[config.mk]
export PLATFORM = sky130hd
export DESIGN_NAME = ysyx_24080014_lsu_flat
export DESIGN_NICKNAME = d
export VERILOG_FILES = /design/src/rtl/ysyx_24080014_lsu_if.sv /design/src/rtl/ysyx_24080014_lsu.sv /design/src/flat_wrapper.sv
export SDC_FILE = /design/constraint.sdc
export NUM_CORES = 1
export LEC_CHECK = 0
export CAP_MARGIN = 0
export CORE_AREA = 2 2 138 140
export DETAILED_ROUTE_END_ITERATION = 10
export DIE_AREA = 0 0 140 142
export SLEW_MARGIN = 20
export SYNTH_ARGS = -nofsm -noshare
export SYNTH_HDL_FRONTEND = slang
export SYNTH_SLANG_ARGS = --single-unit
[constraint.sdc]
create_clock -name clk -period 2.2 [get_ports clk]
set_input_delay 0.33 -clock clk [delete_from_list [all_inputs] [get_ports clk]]
set_output_delay 0.33 -clock clk [all_outputs]
set_load 0.02 [all_outputs]
[src/rtl/ysyx_24080014_lsu_if.sv]
// Handshake and bus bundle for the load/store unit: EXU request, data-memory bus, writeback result.
// slave is the LSU view; master is the view of everything around it.
interface ysyx_24080014_lsu_if;
    logic        in_valid;
    logic        in_ready;
    logic        in_wen;
    logic [2:0]  in_func3;
    logic [31:0] in_addr;
    logic [31:0] in_wdata;

    logic        mem_req_valid;
    logic        mem_req_ready;
    logic [31:0] mem_req_addr;
    logic        mem_req_wen;
    logic [31:0] mem_req_wdata;
    logic [3:0]  mem_req_wstrb;
    logic        mem_resp_valid;
    logic        mem_resp_ready;
    logic [31:0] mem_resp_rdata;

    logic        out_valid;
    logic        out_ready;
    logic [31:0] out_read_data;
    logic        out_err;

    modport slave (
        input  in_valid, in_wen, in_func3, in_addr, in_wdata,
        input  mem_req_ready, mem_resp_valid, mem_resp_rdata,
        input  out_ready,
        output in_ready,
        output mem_req_valid, mem_req_addr, mem_req_wen, mem_req_wdata, mem_req_wstrb,
        output mem_resp_ready,
        output out_valid, out_read_data, out_err
    );

    modport master (
        output in_valid, in_wen, in_func3, in_addr, in_wdata,
        output mem_req_ready, mem_resp_valid, mem_resp_rdata,
        output out_ready,
        input  in_ready,
        input  mem_req_valid, mem_req_addr, mem_req_wen, mem_req_wdata, mem_req_wstrb,
        input  mem_resp_ready,
        input  out_valid, out_read_data, out_err
    );
endinterface

[src/rtl/ysyx_24080014_lsu.sv]
// Load/store unit: one outstanding op, byte/half/word formatting, response timeout.
// Define LSU_MISALIGN_TRAP_EN to trap misaligned accesses without touching the bus.
//
// state  | meaning
// S_IDLE | ready for a new op from EXU
// S_REQ  | bus request presented, waiting for mem_req_ready
// S_WAIT | waiting for response/ack, timeout counter running
// S_DONE | result presented to writeback, waiting for out_ready
module ysyx_24080014_lsu #(
    parameter int TIMEOUT = 256
) (
    input  logic                   clk,
    input  logic                   rst_n,
    ysyx_24080014_lsu_if.slave     bus
);

`ifdef LSU_MISALIGN_TRAP_EN
    localparam bit TRAP_EN = 1'b1;
`else
    localparam bit TRAP_EN = 1'b0;
`endif

    localparam int CW = (TIMEOUT > 2) ? $clog2(TIMEOUT) : 1;

    typedef enum logic [1:0] {
        S_IDLE,
        S_REQ,
        S_WAIT,
        S_DONE
    } state_t;

    state_t      state;
    state_t      state_nxt;

    logic        wen_q;
    logic [2:0]  func3_q;
    logic [31:0] addr_q;
    logic [31:0] wdata_q;
    logic [CW-1:0] cnt;
    logic [31:0] rdata_q;
    logic        err_q;

    logic        misaligned;
    logic        timeout_hit;
    logic [31:0] load_shifted;
    logic [15:0] load_half;
    logic [31:0] load_fmt;

    // Stores decode func3 exactly; loads use func3[1:0] for width and func3[2] for unsigned.
    always_comb begin
        misaligned = 1'b0;
        if (bus.in_wen) begin
            if (bus.in_func3 == 3'b001)
                misaligned = bus.in_addr[0];
            else if (bus.in_func3 != 3'b000)
                misaligned = (bus.in_addr[1:0] != 2'b00);
        end else begin
            if (bus.in_func3[1:0] == 2'b01)
                misaligned = bus.in_addr[0];
            else if (bus.in_func3[1:0] != 2'b00)
                misaligned = (bus.in_addr[1:0] != 2'b00);
        end
        misaligned = misaligned & TRAP_EN;
    end

    assign timeout_hit = (TIMEOUT != 0) && (cnt == CW'(TIMEOUT - 1));

    always_ff @(posedge clk or negedge rst_n) begin
        if (!rst_n)
            state <= S_IDLE;
        else
            state <= state_nxt;
    end

    always_comb begin
        state_nxt = state;
        case (state)
            S_IDLE: if (bus.in_valid) state_nxt = misaligned ? S_DONE : S_REQ;
            S_REQ:  if (bus.mem_req_ready) state_nxt = S_WAIT;
            S_WAIT: if (bus.mem_resp_valid || timeout_hit) state_nxt = S_DONE;
            S_DONE: if (bus.out_ready) state_nxt = S_IDLE;
            default: state_nxt = S_IDLE;
        endcase
    end

    always_comb begin
        load_shifted = bus.mem_resp_rdata >> {addr_q[1:0], 3'b000};
        load_half    = addr_q[1] ? bus.mem_resp_rdata[31:16] : bus.mem_resp_rdata[15:0];
        case (func3_q)
            3'b000:  load_fmt = {{24{load_shifted[7]}}, load_shifted[7:0]};
            3'b100:  load_fmt = {24'h0, load_shifted[7:0]};
            3'b001:  load_fmt = {{16{load_half[15]}}, load_half};
            3'b101:  load_fmt = {16'h0, load_half};
            default: load_fmt = bus.mem_resp_rdata;
        endcase
    end

    always_ff @(posedge clk or negedge rst_n) begin
        if (!rst_n) begin
            wen_q   <= 1'b0;
            func3_q <= 3'b000;
            addr_q  <= 32'h0;
            wdata_q <= 32'h0;
            cnt     <= '0;
            rdata_q <= 32'h0;
            err_q   <= 1'b0;
        end else begin
            case (state)
                S_IDLE: begin
                    if (bus.in_valid) begin
                        wen_q   <= bus.in_wen;
                        func3_q <= bus.in_func3;
                        addr_q  <= bus.in_addr;
                        wdata_q <= bus.in_wdata;
                        if (misaligned) begin
                            err_q   <= 1'b1;
                            rdata_q <= 32'h0;
                        end
                    end
                end
                S_WAIT: begin
                    cnt <= cnt + CW'(1);
                    // A response arriving on the last allowed cycle still completes normally.
                    if (bus.mem_resp_valid) begin
                        rdata_q <= wen_q ? 32'h0 : load_fmt;
                        err_q   <= 1'b0;
                    end else if (timeout_hit) begin
                        rdata_q <= 32'h0;
                        err_q   <= 1'b1;
                    end
                end
                S_DONE: begin
                    if (bus.out_ready) begin
                        cnt   <= '0;
                        err_q <= 1'b0;
                    end
                end
                default: ;
            endcase
        end
    end

    assign bus.in_ready       = (state == S_IDLE);
    assign bus.mem_req_valid  = (state == S_REQ);
    assign bus.mem_resp_ready = (state == S_WAIT);
    assign bus.out_valid      = (state == S_DONE);
    assign bus.out_read_data  = rdata_q;
    assign bus.out_err        = err_q;

    assign bus.mem_req_addr   = {addr_q[31:2], 2'b00};
    assign bus.mem_req_wen    = wen_q;

    always_comb begin
        case (func3_q)
            3'b000: begin
                bus.mem_req_wstrb = 4'b0001 << addr_q[1:0];
                bus.mem_req_wdata = {4{wdata_q[7:0]}};
            end
            3'b001: begin
                bus.mem_req_wstrb = 4'b0011 << {addr_q[1], 1'b0};
                bus.mem_req_wdata = {2{wdata_q[15:0]}};
            end
            default: begin
                bus.mem_req_wstrb = 4'hF;
                bus.mem_req_wdata = wdata_q;
            end
        endcase
        if (!wen_q)
            bus.mem_req_wstrb = 4'h0;
    end

endmodule

[src/flat_wrapper.sv]
// flat-port wrapper written by rule: the top's interface ports become plain ports
module ysyx_24080014_lsu_flat 
#(
    parameter int TIMEOUT = 256
)
  (clk, rst_n, bus_in_valid, bus_in_wen, bus_in_func3, bus_in_addr, bus_in_wdata, bus_mem_req_ready, bus_mem_resp_valid, bus_mem_resp_rdata, bus_out_ready, bus_in_ready, bus_mem_req_valid, bus_mem_req_addr, bus_mem_req_wen, bus_mem_req_wdata, bus_mem_req_wstrb, bus_mem_resp_ready, bus_out_valid, bus_out_read_data, bus_out_err);
  ysyx_24080014_lsu_if bus_i ();
  input  logic clk;
  input  logic rst_n;
  input wire logic [$bits(bus_i.in_valid)-1:0] bus_in_valid;
  input wire logic [$bits(bus_i.in_wen)-1:0] bus_in_wen;
  input wire logic [$bits(bus_i.in_func3)-1:0] bus_in_func3;
  input wire logic [$bits(bus_i.in_addr)-1:0] bus_in_addr;
  input wire logic [$bits(bus_i.in_wdata)-1:0] bus_in_wdata;
  input wire logic [$bits(bus_i.mem_req_ready)-1:0] bus_mem_req_ready;
  input wire logic [$bits(bus_i.mem_resp_valid)-1:0] bus_mem_resp_valid;
  input wire logic [$bits(bus_i.mem_resp_rdata)-1:0] bus_mem_resp_rdata;
  input wire logic [$bits(bus_i.out_ready)-1:0] bus_out_ready;
  output wire logic [$bits(bus_i.in_ready)-1:0] bus_in_ready;
  output wire logic [$bits(bus_i.mem_req_valid)-1:0] bus_mem_req_valid;
  output wire logic [$bits(bus_i.mem_req_addr)-1:0] bus_mem_req_addr;
  output wire logic [$bits(bus_i.mem_req_wen)-1:0] bus_mem_req_wen;
  output wire logic [$bits(bus_i.mem_req_wdata)-1:0] bus_mem_req_wdata;
  output wire logic [$bits(bus_i.mem_req_wstrb)-1:0] bus_mem_req_wstrb;
  output wire logic [$bits(bus_i.mem_resp_ready)-1:0] bus_mem_resp_ready;
  output wire logic [$bits(bus_i.out_valid)-1:0] bus_out_valid;
  output wire logic [$bits(bus_i.out_read_data)-1:0] bus_out_read_data;
  output wire logic [$bits(bus_i.out_err)-1:0] bus_out_err;
  assign bus_i.in_valid = bus_in_valid;
  assign bus_i.in_wen = bus_in_wen;
  assign bus_i.in_func3 = bus_in_func3;
  assign bus_i.in_addr = bus_in_addr;
  assign bus_i.in_wdata = bus_in_wdata;
  assign bus_i.mem_req_ready = bus_mem_req_ready;
  assign bus_i.mem_resp_valid = bus_mem_resp_valid;
  assign bus_i.mem_resp_rdata = bus_mem_resp_rdata;
  assign bus_i.out_ready = bus_out_ready;
  assign bus_in_ready = bus_i.in_ready;
  assign bus_mem_req_valid = bus_i.mem_req_valid;
  assign bus_mem_req_addr = bus_i.mem_req_addr;
  assign bus_mem_req_wen = bus_i.mem_req_wen;
  assign bus_mem_req_wdata = bus_i.mem_req_wdata;
  assign bus_mem_req_wstrb = bus_i.mem_req_wstrb;
  assign bus_mem_resp_ready = bus_i.mem_resp_ready;
  assign bus_out_valid = bus_i.out_valid;
  assign bus_out_read_data = bus_i.out_read_data;
  assign bus_out_err = bus_i.out_err;
  ysyx_24080014_lsu #(.TIMEOUT(TIMEOUT)) u_core (.clk(clk), .rst_n(rst_n), .bus(bus_i));
endmodule
==> results of run 1 <==
-- worst min-delay path by stage --
stage	start	endpoint	slack (ns)	cells past startpoint
finish	rst_n	u_core.bus.out_read_data[27]	0.48	2
global route	rst_n	u_core.bus.out_read_data[27]	0.53	2
CTS	rst_n	u_core.bus.out_read_data[27]	0.50	2
detailed placement	rst_n	u_core.bus.out_read_data[27]	0.34	1
global placement	rst_n	u_core.bus.out_read_data[27]	0.33	1
floorplan	rst_n	u_core.addr_q[0]	0.03	0
-- synth_stat cells (all sizes together), types with 6 or more instances --
cell type,count
inv,8
a221o,24
dfrtp,111
a32o,8
o21ai,21
nand2,23
nor2,17
a21oi,13
mux2,89
mux2i,22
buf,64
ha,6
-- through the flow --
stage | TNS (ns) | cell area (um^2)
after detailed placement | 0 | 7720
final | 0 | 8070
after global placement | 0 | 7720
after CTS | 0 | 8090
after floorplan | 0 | 5580
after global routing | -0.00462 | 8070
-- area by class of cell --
cell class | count | area share
flip-flops and latches | 111 | 0.344
multi-input cells | 270 | 0.291
repair buffers | 237 | 0.286
well taps | 234 | 0.0363
clock buffers | 10 | 0.0284
clock inverters | 5 | 0.0101
inverters | 8 | 0.00372
-- state kept, by name (all words and copies together), names as in the netlist --
register and flops:
u_core.addr_q 32, u_core.bus.out_read_data 32, u_core.wdata_q 32, u_core.cnt 8, u_core.func3_q 3, u_core.state 2, u_core.bus.mem_req_wen 1, u_core.bus.out_err 1
-- where the power goes --
part           leakage, nW  internal [mW]  switching, mW
logic                 1.95           3.55           3.41
clock network        0.149          0.996          0.749
registers             1.37           3.00          0.713
-- cell usage in the layout, fill, tap and decap left out, types with 2 or more instances in the layout --
cell               n
a21boi_0           2
a21o_1             2
a21oi_1           12
a221o_1           20
a221o_2            4
a22o_1             2
a32o_1             8
and2_1             2
buf_12             4
buf_2              5
buf_4             21
buf_6              2
bufinv_16          2
clkbuf_16          9
clkbuf_2           6
clkdlybuf4s15_1    3
clkdlybuf4s50_1  179
conb_1             2
dfrtp_1          109
dfrtp_2            2
dlygate4sd2_1     14
ha_1               6
inv_1              8
mux2_2            88
mux2i_1           22
nand2_1           22
nand2b_1           4
nand3_1            2
nand4_1            2
nor2_1            15
nor2b_1            3
nor3_1             3
o21ai_0           20
o22ai_1            2
xnor2_1            4
-- worst register-to-register path, delay by kind of cell (launching register included) --
| kind | cells | cell delay (ns) |
|---|---|---|
| AOI/OAI and AO/OA | 3 | 0.65 |
| and+or+nand+nor | 1 | 0.48 |
| DFF | 1 | 0.43 |
| buffers and inverters | 1 | 0.27 |
-- per-layer routing --
metal  vias up  share of wire  global-route usage
li1       1971              -                   -
met1      2058           0.42               0.196
met2       152           0.49               0.263
met3        16          0.075              0.0434
met4         0          0.016              0.0510
met5         -              0                   0
-- timing repair --
action | in CTS | in global routing
pin swaps | 2 | 2
endpoints found under the hold margin | 32 | 0
gates resized for setup | 45 | 23
setup buffers | 3 | 3
gates cloned | 1 | 0
hold buffers | 1 | 0
setup endpoints to repair | 28 | 16
-- cell families after synthesis --
| group | Yosys count | share of synthesized area |
|---|---|---|
| multiplexers | 112 | 0.224 |
| buffers and inverters | 76 | 0.0859 |
| flip-flops | 111 | 0.498 |
| AND/OR/NAND/NOR | 63 | 0.0545 |
| adder cells (fa/ha/maj) | 6 | 0.0135 |
| other | 1 | 0.000672 |
| AO/OA/AOI/OAI | 83 | 0.118 |
| XOR/XNOR | 4 | 0.00628 |
==> results by stage, run 1 <==
Power:
- The design draws about 12 mW.
- In this run the static leakage power is 3.47 nW.
- In this run the power density over the cells is 1540 nW/um^2.
- IR analysis of the VDD net gives a maximum drop of roughly 0.82 mV.

Critical path:
- The critical path data arrival time is 1.81 ns.
- The critical path in this run is classified as flop to primary output.
- The capturing instance or port of the critical path is bus_mem_req_wdata[12].
- The terminus of the critical flop-to-flop path is u_core.bus.out_read_data[14].
- The launching element of the worst setup path is u_core.func3_q[1].
- STA classifies the critical path startpoint as a flop.
- Together, buffers and inverters on the worst path number 2.
- The biggest fanout along the worst timing path is 7.
- STA classifies the critical path endpoint as a primary output.
- The critical path goes through nor3_4 > buf_6 > mux2_2 > clkdlybuf4s15_1.
- The largest single stage delay on the critical path is 0.45 ns.
- The critical path's top delay family is buffers and inverters.
- The beginning of the worst register-to-register path is u_core.func3_q[1].
- The total number of cells along the worst setup path is 4.
- The worst register-to-register path has a depth of 5.
- The slowest stage of the critical path is the dfrtp_2 cell.
- The reg2reg setup slack is ~0.26 ns.
- The required time reported for the critical path endpoint is 1.87 ns.

Floorplanning:
- 212 I/O pins were placed.
- The die span in x is 140 um.
- After floorplanning, the core was divided into 50 placement rows.
- The floorplan step set the die height to roughly 140 um.
- The initial standard-cell utilization of the core is 0.302.
- The core region is 18500 um^2.
- The area of the die is ~20000 um^2.

Global route:
- The total congestion overflow is 0.
- The number of antenna violations at the first check in global routing came to 0.
- The first-pass GRT wire length is 24.6 mm.
- The number of global-route vias before repair is 4564.
- The largest net degree at the start of global routing is 69.
- In the global route stage, overall resource usage came out at 0.157.

Placement:
- The estimated wirelength of the detail-placed design is about 11 mm.
- At the placement stage, the worst setup path has a slack of 0.0920 ns.
- The number of I/O port buffers is around 210.
- In this run, placement finished with an instance count of approximately 850.
- The weighted congestion at the end of routability-driven global placement is approximately 0.80.

Yosys:
- The number of warnings reported in the yosys synthesis log is 0.
- The number of flops mapped to enable cells by yosys is 0.
- For this run, the leading register cell type out of synthesis is dfrtp_1.
- The largest total area in the synthesized netlist belongs to dfrtp_1.
- Yosys attributes the largest share of cell area to dfrtp_1 50%, mux2_2 18%, buf_4 5.5%.
- The synthesized instance count is ~460.
- Of the post-synthesis cell area, the dominant cell type holds 0.498.
- After synthesis the cells add up to 5580 um^2.
- For this run, asynchronously set or reset flops after synthesis account for 1.00.
- A synthesized cell averages roughly 12 um^2.
- The synthesis-stage register bit count is roughly 110.
- Of the synthesized area, sequential elements account for 0.498.
- The number of library cell types mapped by synthesis is 49.

STA:
- Dividing the final minimum period by the clock period gives 0.973.
- Setup violations remaining at the end of the flow were counted as 0.
- Clock skew on the completed layout was measured at 0.0152 ns.
- Across all setup checks in the final design, the least slack found is 0.0586 ns.
- The final count of hold timing violations is 0.
- The final worst hold slack is about 0.48 ns.
- For the pin with the worst max-slew slack, the measured transition is 0.656 ns.
- The max-slew violation total from the final report is 0.
- For this run, the top clock speed supported by timing is 467 MHz.
- Subtracting the final worst setup slack from the clock period gives roughly 2.1 ns.
- The headroom to the max-slew limit is 0.563.

Cells and area:
- The storage element area is 2780 um^2.
- Relative to the synthesized area, the layout overhead comes to 44.6%.
- The post-layout instance count excluding filler cells is 875.
- The multi-input combinational cells in the finished layout cover a total of 2350 um^2.
- The number of antenna diodes in the final layout is 0.
- The final standard cell utilization of the core is 0.437.
- Fill cells in the final layout number 1715.
- The final net count is 749.
- The ratio of cells with drive above 1 in the final layout is 0.246.

Routing:
- The first detailed-routing pass ran for 11 iterations.
- The final routed DRC violation total is 12.
- The post-route antenna net violation count is 0.
- In the final routed layout, each cell accounts on average for 17.5 um.
- Summing over every cut layer, the via total after detailed routing is 4197.
- Summed over all layers, the routed wires come to 15.3 mm.
- The via count normalized by instance count is 4.80.
- The iteration-0 DRC count of the detailed router is 176.

Clock tree:
- The sink count of the clock tree is around 110.
- TritonCTS built the clock tree.
- The total clock buffers created by CTS is 9.
- At the later pin of the worst-skew pair, clock insertion delay measures 0.35 ns.
- The clock input transition at the sequential cells of the worst setup and hold paths is 0.07 ns.
- The CTS H-tree depth is 3.
- The maximum root-to-sink buffer count is 2.
- The root buffer cell chosen for the clock tree is clkbuf_16.

Outcome:
- The checks that failed: DRC.
- The run finished, with violations left.

Worst hold path:
- The worst hold path belongs to the class input pin to asynchronous set/reset pin.

Flow run:
- The number of max-capacitance violations reported is 0.
Power figures use the tool's default switching activity.
==> inputs of run 2 (changes only) <==
--- a/config.mk
+++ b/config.mk
@@ -6,9 +6,10 @@
 export NUM_CORES = 1
 export LEC_CHECK = 0
 export CAP_MARGIN = 0
-export CORE_AREA = 2 2 138 140
+export CORE_AREA = 2 2 115 117
 export DETAILED_ROUTE_END_ITERATION = 10
-export DIE_AREA = 0 0 140 142
+export DIE_AREA = 0 0 117 119
+export PLACE_DENSITY = 0.8
 export SLEW_MARGIN = 20
 export SYNTH_ARGS = -nofsm -noshare
 export SYNTH_HDL_FRONTEND = slang
==> run 2 against run 1 <==
The flow now finishes without violations. Maximum frequency up 0.89%. Hold slack better by 0.0034 ns. Total power down 2.2%.
==> results by stage, run 2 (synthesized netlist as in run 1, its figures left out) <==
STA:
- The share of the clock period used by the worst path is 0.965 (was 0.973).
- The final count of hold timing violations was 0 (unchanged).
- The number of failing setup endpoints in the final timing report is 0 (unchanged).
- The transition time at the pin with the least slew margin is 0.629 ns (was 0.656 ns).
- Setup repair after global routing left no endpoint under its margin.
- The final critical delay including setup and external delays is 2.12 ns (was 2.14 ns).
- The headroom to the max-slew limit came to 0.581 (was 0.563).
- The final setup skew is 0.00598 ns (was 0.0152 ns).
- The max-slew violation total from the final report came to 0 (unchanged).
- The highest achievable clock rate came to 471 MHz (was 467 MHz).
- The post-route worst setup slack is 0.0774 ns (was 0.0586 ns).

Clock tree:
- The clock input transition at the sequential cells of the worst setup and hold paths came to 0.07 ns (about the same).
- The sink count of the clock tree came to 111 (unchanged).
- The maximum root-to-sink buffer count came to 2 (unchanged).
- The cell at the root of the clock tree is clkbuf_16 (unchanged).
- The latest clock arrival within the worst-skew pair is 0.35 ns (about the same).
- The CTS H-tree depth is 3 (unchanged).
- The total clock buffers created by CTS is 9 (unchanged).
- The CTS tree was done (unchanged).

Global route:
- The first-pass GRT wire length is 22.9 mm (was 24.6 mm).
- The number of antenna violations at the first check in global routing is 0 (unchanged).
- The number of global-route vias before repair is 4487 (was 4564).
- The largest net degree at the start of global routing is 69 (unchanged).
- The total track usage is 0.211 (was 0.157).
- The total congestion overflow is 0 (unchanged).

Routing:
- The overall routed net length is 14.8 mm (was 15.3 mm).
- The iteration-0 DRC count of the detailed router is 195 (was 176).
- The via count normalized by instance count is 5.31 (was 4.80).
- The final routed DRC violation total is 0 (was 12).
- The detailed-route via count is 4308 (was 4197).
- The post-route antenna net violation count is 0 (unchanged).
- The number of iterations in the first detailed-routing pass is 4 (was 11).
- The average wire per standard cell is 18.2 um (was 17.5 um).

Cells and area:
- The most common cell after layout, fill and taps aside is clkdlybuf4s50_1 (unchanged).
- The total inserted antenna cells is 0 (unchanged).
- Commonest cells after routing, fill and taps aside: 179 x clkdlybuf4s50_1, 109 x dfrtp_1, 87 x mux2_2 (was 179 x clkdlybuf4s50_1, 109 x dfrtp_1, 88 x mux2_2).
- The area of all placed cells without fillers is 7930 um^2 (was 8070 um^2).
- The number of filler cells placed in the layout came to 1074 (was 1715).
- The final standard cell utilization of the core is 0.616 (was 0.437).
- The layout overhead on the synthesized area came to 42.1% (was 44.6%).
- The final net count was 746 (was 749).
- The ratio of cells with drive above 1 in the final layout was 0.236 (was 0.246).

Floorplanning:
- The area of the die was 13900 um^2 (was 19900 um^2).
- The die span in x is 117 um (was 140 um).
- The initial standard-cell utilization of the core is 0.433 (was 0.302).
- The floorplan die height is 119 um (was 142 um).
- The number of primary I/O pins came to 212 (unchanged).
- The number of rows created at floorplan is 42 (was 50).
- The core box area was 12900 um^2 (was 18500 um^2).

Critical path:
- The slowest library cell on the worst path is dfrtp_1 (was dfrtp_2).
- The startpoint kind of the worst setup timing path is a flop (unchanged).
- The required time reported for the critical path endpoint is 1.87 ns (about the same).
- Series of cell instances along the critical path: nor2_4 > buf_12 > mux2_2 > dlygate4sd2_1 (was nor3_4 > buf_6 > mux2_2 > clkdlybuf4s15_1).
- The delay of the slowest cell on the worst path came to 0.45 ns (about the same).
- The kind of critical path is flop to primary output (unchanged).
- The biggest fanout along the worst timing path came to 14 (was 7).
- The critical path data arrival time is 1.79 ns (was 1.81 ns).
- The kind of capture point of the worst setup path is a primary output (unchanged).

Outcome:
- Run status: complete, no violations (was complete, but fails checks).

Placement:
- The placed cell area was 7650 um^2 (was 7720 um^2).
- The post-placement worst setup slack is 0.0867 ns (was 0.0920 ns).
- The number of I/O port buffers is 209 (unchanged).
- The weighted congestion at the end of routability-driven global placement came to 0.847 (was 0.801).
- The estimated wirelength of the detail-placed design is 10.8 mm (was 11.2 mm).

Power:
- The static leakage is 3.44 nW (was 3.47 nW).
- The cell area power density is 1530 nW/um^2 (was 1540 nW/um^2).
- The total power of the final layout is 12.2 mW (was 12.4 mW).
- The highest ir drop seen on vdd is 0.787 mV (was 0.817 mV).

Flow run:
- The number of max-capacitance violations reported came to 0 (unchanged).

Worst hold path:
- The type of the tightest min-delay check is flop to flop (was input pin to asynchronous set/reset pin).
run 2: changes by cell type in the layout (fill, tap and decap cells not counted), sizes merged:
cell	change
bufinv	-2
clkinv	+1
dlygate4sd2	+5
clkbuf	+4
buf	-8
inv	-1
clkinvlp	-1
clkdlybuf4s15	-3
run 2: metrics by stage:
step / hold slack, ns / std cells / TNS [ns]
final: 0.488 / 812 / 0
after global routing: 0.504 / 812 / 0
after CTS: 0.485 / 808 / -0.141
after detailed placement: 0.351 / 792 / 0
after global placement: 0.339 / 792 / 0
after floorplan: 0.0344 / 457 / 0
run 2: final timing paths:
path | start | endpoint | slack (ns) | cells after the start
worst max-delay path | u_core.func3_q[1] | bus_mem_req_wdata[18] | 0.08 | 4
worst min-delay path | u_core.bus.out_read_data[7] | u_core.bus.out_read_data[7] | 0.49 | 1
worst max register to register | u_core.state[0] | u_core.bus.out_read_data[29] | 0.22 | 5
worst min register to register | u_core.bus.out_read_data[7] | u_core.bus.out_read_data[7] | 0.49 | 1
max in group asynchronous | rst_n | u_core.wdata_q[23] | 0.98 | 3
min in group asynchronous | rst_n | u_core.bus.out_read_data[31] | 0.51 | 2
run 2: critical path, delay by kind of cell, from the launching register on:
family	cells	cell delay (ns)
simple gates	1	0.16
buf+inv	2	0.48
flops	1	0.45
mux	1	0.34
run 2: timing repair:
item                                    4_1_cts  5_1_grt
resized for setup                            34       22
endpoints found under the setup margin       28       20
buffers inserted                              2        3
pin swaps                                     1        2
cloned                                        0        1
endpoints found under the hold margin        39        0
hold buffers                                  1        0
run 2: layer usage:
metal	wire length (um)	GRT usage	vias to the layer above
li1	-	-	1957
met1	5750	0.245	2136
met2	7520	0.365	192
met3	1210	0.0595	23
met4	314	0.0794	0
met5	0	0	-
run 2: cell type report:
type,count,area [um^2],area share
Clock buffer,11,243,0.0306
Clock inverter,2,10.0,0.00126
Inverter,8,30.0,0.00379
Multi-Input combinational cell,270,2350,0.296
Sequential cell,111,2780,0.351
Tap cell,176,220,0.0278
Timing Repair Buffer,234,2300,0.290
run 2: report_power, final:
part / internal [mW] / switching, mW
clock network: 0.777 / 0.692
logic: 3.56 / 3.41
registers: 3.01 / 0.711
==> inputs of run 3 (changes only) <==
--- a/config.mk
+++ b/config.mk
@@ -6,10 +6,12 @@
 export NUM_CORES = 1
 export LEC_CHECK = 0
 export CAP_MARGIN = 0
-export CORE_AREA = 2 2 115 117
+export CELL_PAD_IN_SITES_DETAIL_PLACEMENT = 0
+export CELL_PAD_IN_SITES_GLOBAL_PLACEMENT = 1
+export CORE_AREA = 2 2 132 134
 export DETAILED_ROUTE_END_ITERATION = 10
-export DIE_AREA = 0 0 117 119
-export PLACE_DENSITY = 0.8
+export DIE_AREA = 0 0 134 136
+export PLACE_DENSITY_LB_ADDON = 0.1
 export SLEW_MARGIN = 20
 export SYNTH_ARGS = -nofsm -noshare
 export SYNTH_HDL_FRONTEND = slang
==> constraint.sdc (replaced) <==
create_clock -name clk -period 2.2 [get_ports clk]
set_input_delay 0.33 -clock clk [delete_from_list [all_inputs] [get_ports clk]]
set_output_delay 0.33 -clock clk [all_outputs]
set_load 0.1 [all_outputs]
==> run 3 against run 2 <==
Via count fell by 3.7%. Critical endpoint is now bus_mem_req_wdata[11]. Critical path depth stayed put. Largest cell class unchanged. First-iteration DRC count down 35%.
==> results by stage, run 3 (synthesized netlist as in run 1, its figures left out) <==
STA:
- The number of failing setup endpoints in the final timing report is 0 (unchanged).
- The final critical delay including setup and external delays is 2.14 ns (was 2.12 ns).
- The headroom to the max-slew limit is 0.569 (was 0.581).
- The transition time at the pin with the least slew margin is 0.647 ns (was 0.629 ns).
- The share of the clock period used by the worst path is 0.971 (was 0.965).
- Unrepaired setup endpoints after global routing: false (unchanged).
- The final worst hold slack is 0.422 ns (was 0.488 ns).
- The final count of hold timing violations came to 0 (unchanged).
- The final setup skew is 0.00616 ns (was 0.00598 ns).
- The max-slew violation total from the final report was 0 (unchanged).
- The highest achievable clock rate is 468 MHz (was 471 MHz).

Critical path:
- The terminus of the critical flop-to-flop path was u_core.bus.out_read_data[25] (was u_core.bus.out_read_data[29]).
- By instance count, the cell type seen most on the critical path is buf_12.
- The startpoint kind of the worst setup timing path is a flop (unchanged).
- The required time reported for the critical path endpoint is 1.87 ns (about the same).
- The beginning of the worst register-to-register path is u_core.state[0] (unchanged).
- The delay of the slowest cell on the worst path is 0.47 ns (was 0.45 ns).
- The biggest fanout along the worst timing path is 8 (was 14).
- The kind of critical path is flop to primary output (unchanged).
- The critical path data arrival time is 1.81 ns (was 1.79 ns).
- The critical path's top delay family is flip-flops (was buffers and inverters).
- The reg2reg setup slack came to 0.24 ns (was 0.22 ns).
- Series of cell instances along the critical path: nor3_4 > buf_12 > mux2_2 > buf_12 (was nor2_4 > buf_12 > mux2_2 > dlygate4sd2_1).
- The number of buffers and inverters on the critical path is 2 (unchanged).
- The kind of capture point of the worst setup path was a primary output (unchanged).
- The slowest library cell on the worst path is dfrtp_2 (was dfrtp_1).
- The depth of the most critical reg-to-reg path was 5 (unchanged).

Routing:
- The final routed DRC violation total was 0 (unchanged).
- The number of iterations in the first detailed-routing pass came to 4 (unchanged).
- The detailed-route via count was 4150 (was 4308).
- The detailed-route wire length on metal 1 is 6.28 mm (was 5.75 mm).
- The post-route antenna net violation count was 0 (unchanged).
- The total length of routed met3 wires is 1.36 mm (was 1.21 mm).
- The topmost layer with routed signal wires is met4 (unchanged).
- The via count normalized by instance count is 4.83 (was 5.31).
- The overall routed net length is 15.6 mm (was 14.8 mm).
- The met2 wire length is 7.80 mm (was 7.52 mm).
- The iteration-0 DRC count of the detailed router is 126 (was 195).
- The average wire per standard cell was 18.1 um (was 18.2 um).

Flow run:
- The number of max-capacitance violations reported is 0 (unchanged).

Floorplanning:
- The core box area is 16900 um^2 (was 12900 um^2).
- The die span in x came to 134 um (was 117 um).
- The floorplan die height is 136 um (was 119 um).
- The number of primary I/O pins came to 212 (unchanged).
- The initial standard-cell utilization of the core is 0.331 (was 0.433).
- The number of rows created at floorplan came to 48 (was 42).
- The area of the die is 18200 um^2 (was 13900 um^2).

Global route:
- The number of antenna violations at the first check in global routing is 0 (unchanged).
- The number of global-route vias before repair is 4331 (was 4487).
- The total track usage came to 0.173 (was 0.211).
- The largest net degree at the start of global routing is 59 (was 69).
- The total congestion overflow is 0 (unchanged).
- The first-pass GRT wire length was 24.1 mm (was 22.9 mm).

Outcome:
- Run status: complete, no violations (unchanged).

Cells and area:
- The final standard cell utilization of the core came to 0.490 (was 0.616).
- The number of filler cells placed in the layout came to 1551 (was 1074).
- The total inserted antenna cells is 0 (unchanged).
- The most common cell after layout, fill and taps aside is dfrtp_1 (was clkdlybuf4s50_1).
- The final net count is 742 (was 746).
- The ratio of cells with drive above 1 in the final layout came to 0.404 (was 0.236).
- Commonest cells after routing, fill and taps aside: 109 x dfrtp_1, 104 x clkdlybuf4s50_1, 88 x buf_4 (was 179 x clkdlybuf4s50_1, 109 x dfrtp_1, 87 x mux2_2).
- The area of all placed cells without fillers is 8270 um^2 (was 7930 um^2).
- The layout overhead on the synthesized area was 48.2% (was 42.1%).

Clock tree:
- The latest clock arrival within the worst-skew pair is 0.35 ns (about the same).
- The sink count of the clock tree is 111 (unchanged).
- The maximum root-to-sink buffer count is 2 (unchanged).
- The cell at the root of the clock tree is clkbuf_16 (unchanged).
- The clock input transition at the sequential cells of the worst setup and hold paths is 0.07 ns (about the same).
- The CTS tree was done (unchanged).
- The total clock buffers created by CTS was 9 (unchanged).
- The CTS H-tree depth came to 3 (unchanged).

Placement:
- The number of I/O port buffers came to 209 (unchanged).
- The weighted congestion at the end of routability-driven global placement is 0.772 (was 0.847).
- The estimated wirelength of the detail-placed design is 11.7 mm (was 10.8 mm).
- The placed cell area is 7960 um^2 (was 7650 um^2).

Worst hold path:
- The type of the tightest min-delay check was input pin to asynchronous set/reset pin (was flop to flop).
-- run 3: timing repair --
| item | 4_1_cts | 5_1_grt |
|---|---|---|
| hold buffers | 1 | 0 |
| hold endpoints to repair | 20 | 0 |
| resized for setup | 3 | 1 |
| setup buffers | 0 | 1 |
| endpoints found under the setup margin | 8 | 15 |
| pin swaps | 1 | 1 |
-- run 3: per-stage QoR --
step / setup slack (ns) / cells / TNS, ns
3_3_place_gp: 0.147 / 842 / 0
3_5_place_dp: 0.0474 / 842 / 0
6_report: 0.0647 / 859 / 0
5_1_grt: 0.00773 / 859 / 0
4_1_cts: -0.00111 / 858 / -0.00187
2_1_floorplan: -0.148 / 457 / -0.579
-- run 3: how the worst max path moves through the flow --
| stage | cells past startpoint | slack [ns] | startpoint | endpoint |
|---|---|---|---|---|
| 2_1_floorplan | 4 | -0.15 | u_core.func3_q[1] | bus_mem_req_wdata[29] |
| 3_3_place_gp | 4 | 0.15 | bus_mem_resp_valid | u_core.bus.out_read_data[17] |
| 3_5_place_dp | 4 | 0.05 | bus_mem_resp_valid | u_core.bus.out_read_data[23] |
| 4_1_cts | 4 | -0.001 | u_core.func3_q[0] | bus_mem_req_wdata[9] |
| 5_1_grt | 4 | 0.008 | u_core.func3_q[2] | bus_mem_req_wdata[21] |
| 6_report | 4 | 0.06 | u_core.func3_q[2] | bus_mem_req_wdata[11] |
-- run 3: layout make-up --
cell class / instances / area, um^2 / area share
flip-flops and latches: 111 / 2780 / 0.336
repair buffers: 230 / 2450 / 0.297
multi-input cells: 270 / 2440 / 0.296
well taps: 225 / 282 / 0.0340
clock buffers: 11 / 233 / 0.0281
clock inverters: 4 / 47.5 / 0.00575
inverters: 8 / 30.0 / 0.00363
-- run 3: layer usage --
layer / global-route usage / vias up
li1: - / 1952
met1: 0.207 / 2047
met2: 0.290 / 143
met3: 0.0697 / 8
met4: 0.0449 / 0
met5: 0 / -
Power of run 3 is left out: the tool's default activity adds up to more than one toggle a clock period on the data nets, which glitch-free logic cannot reach.
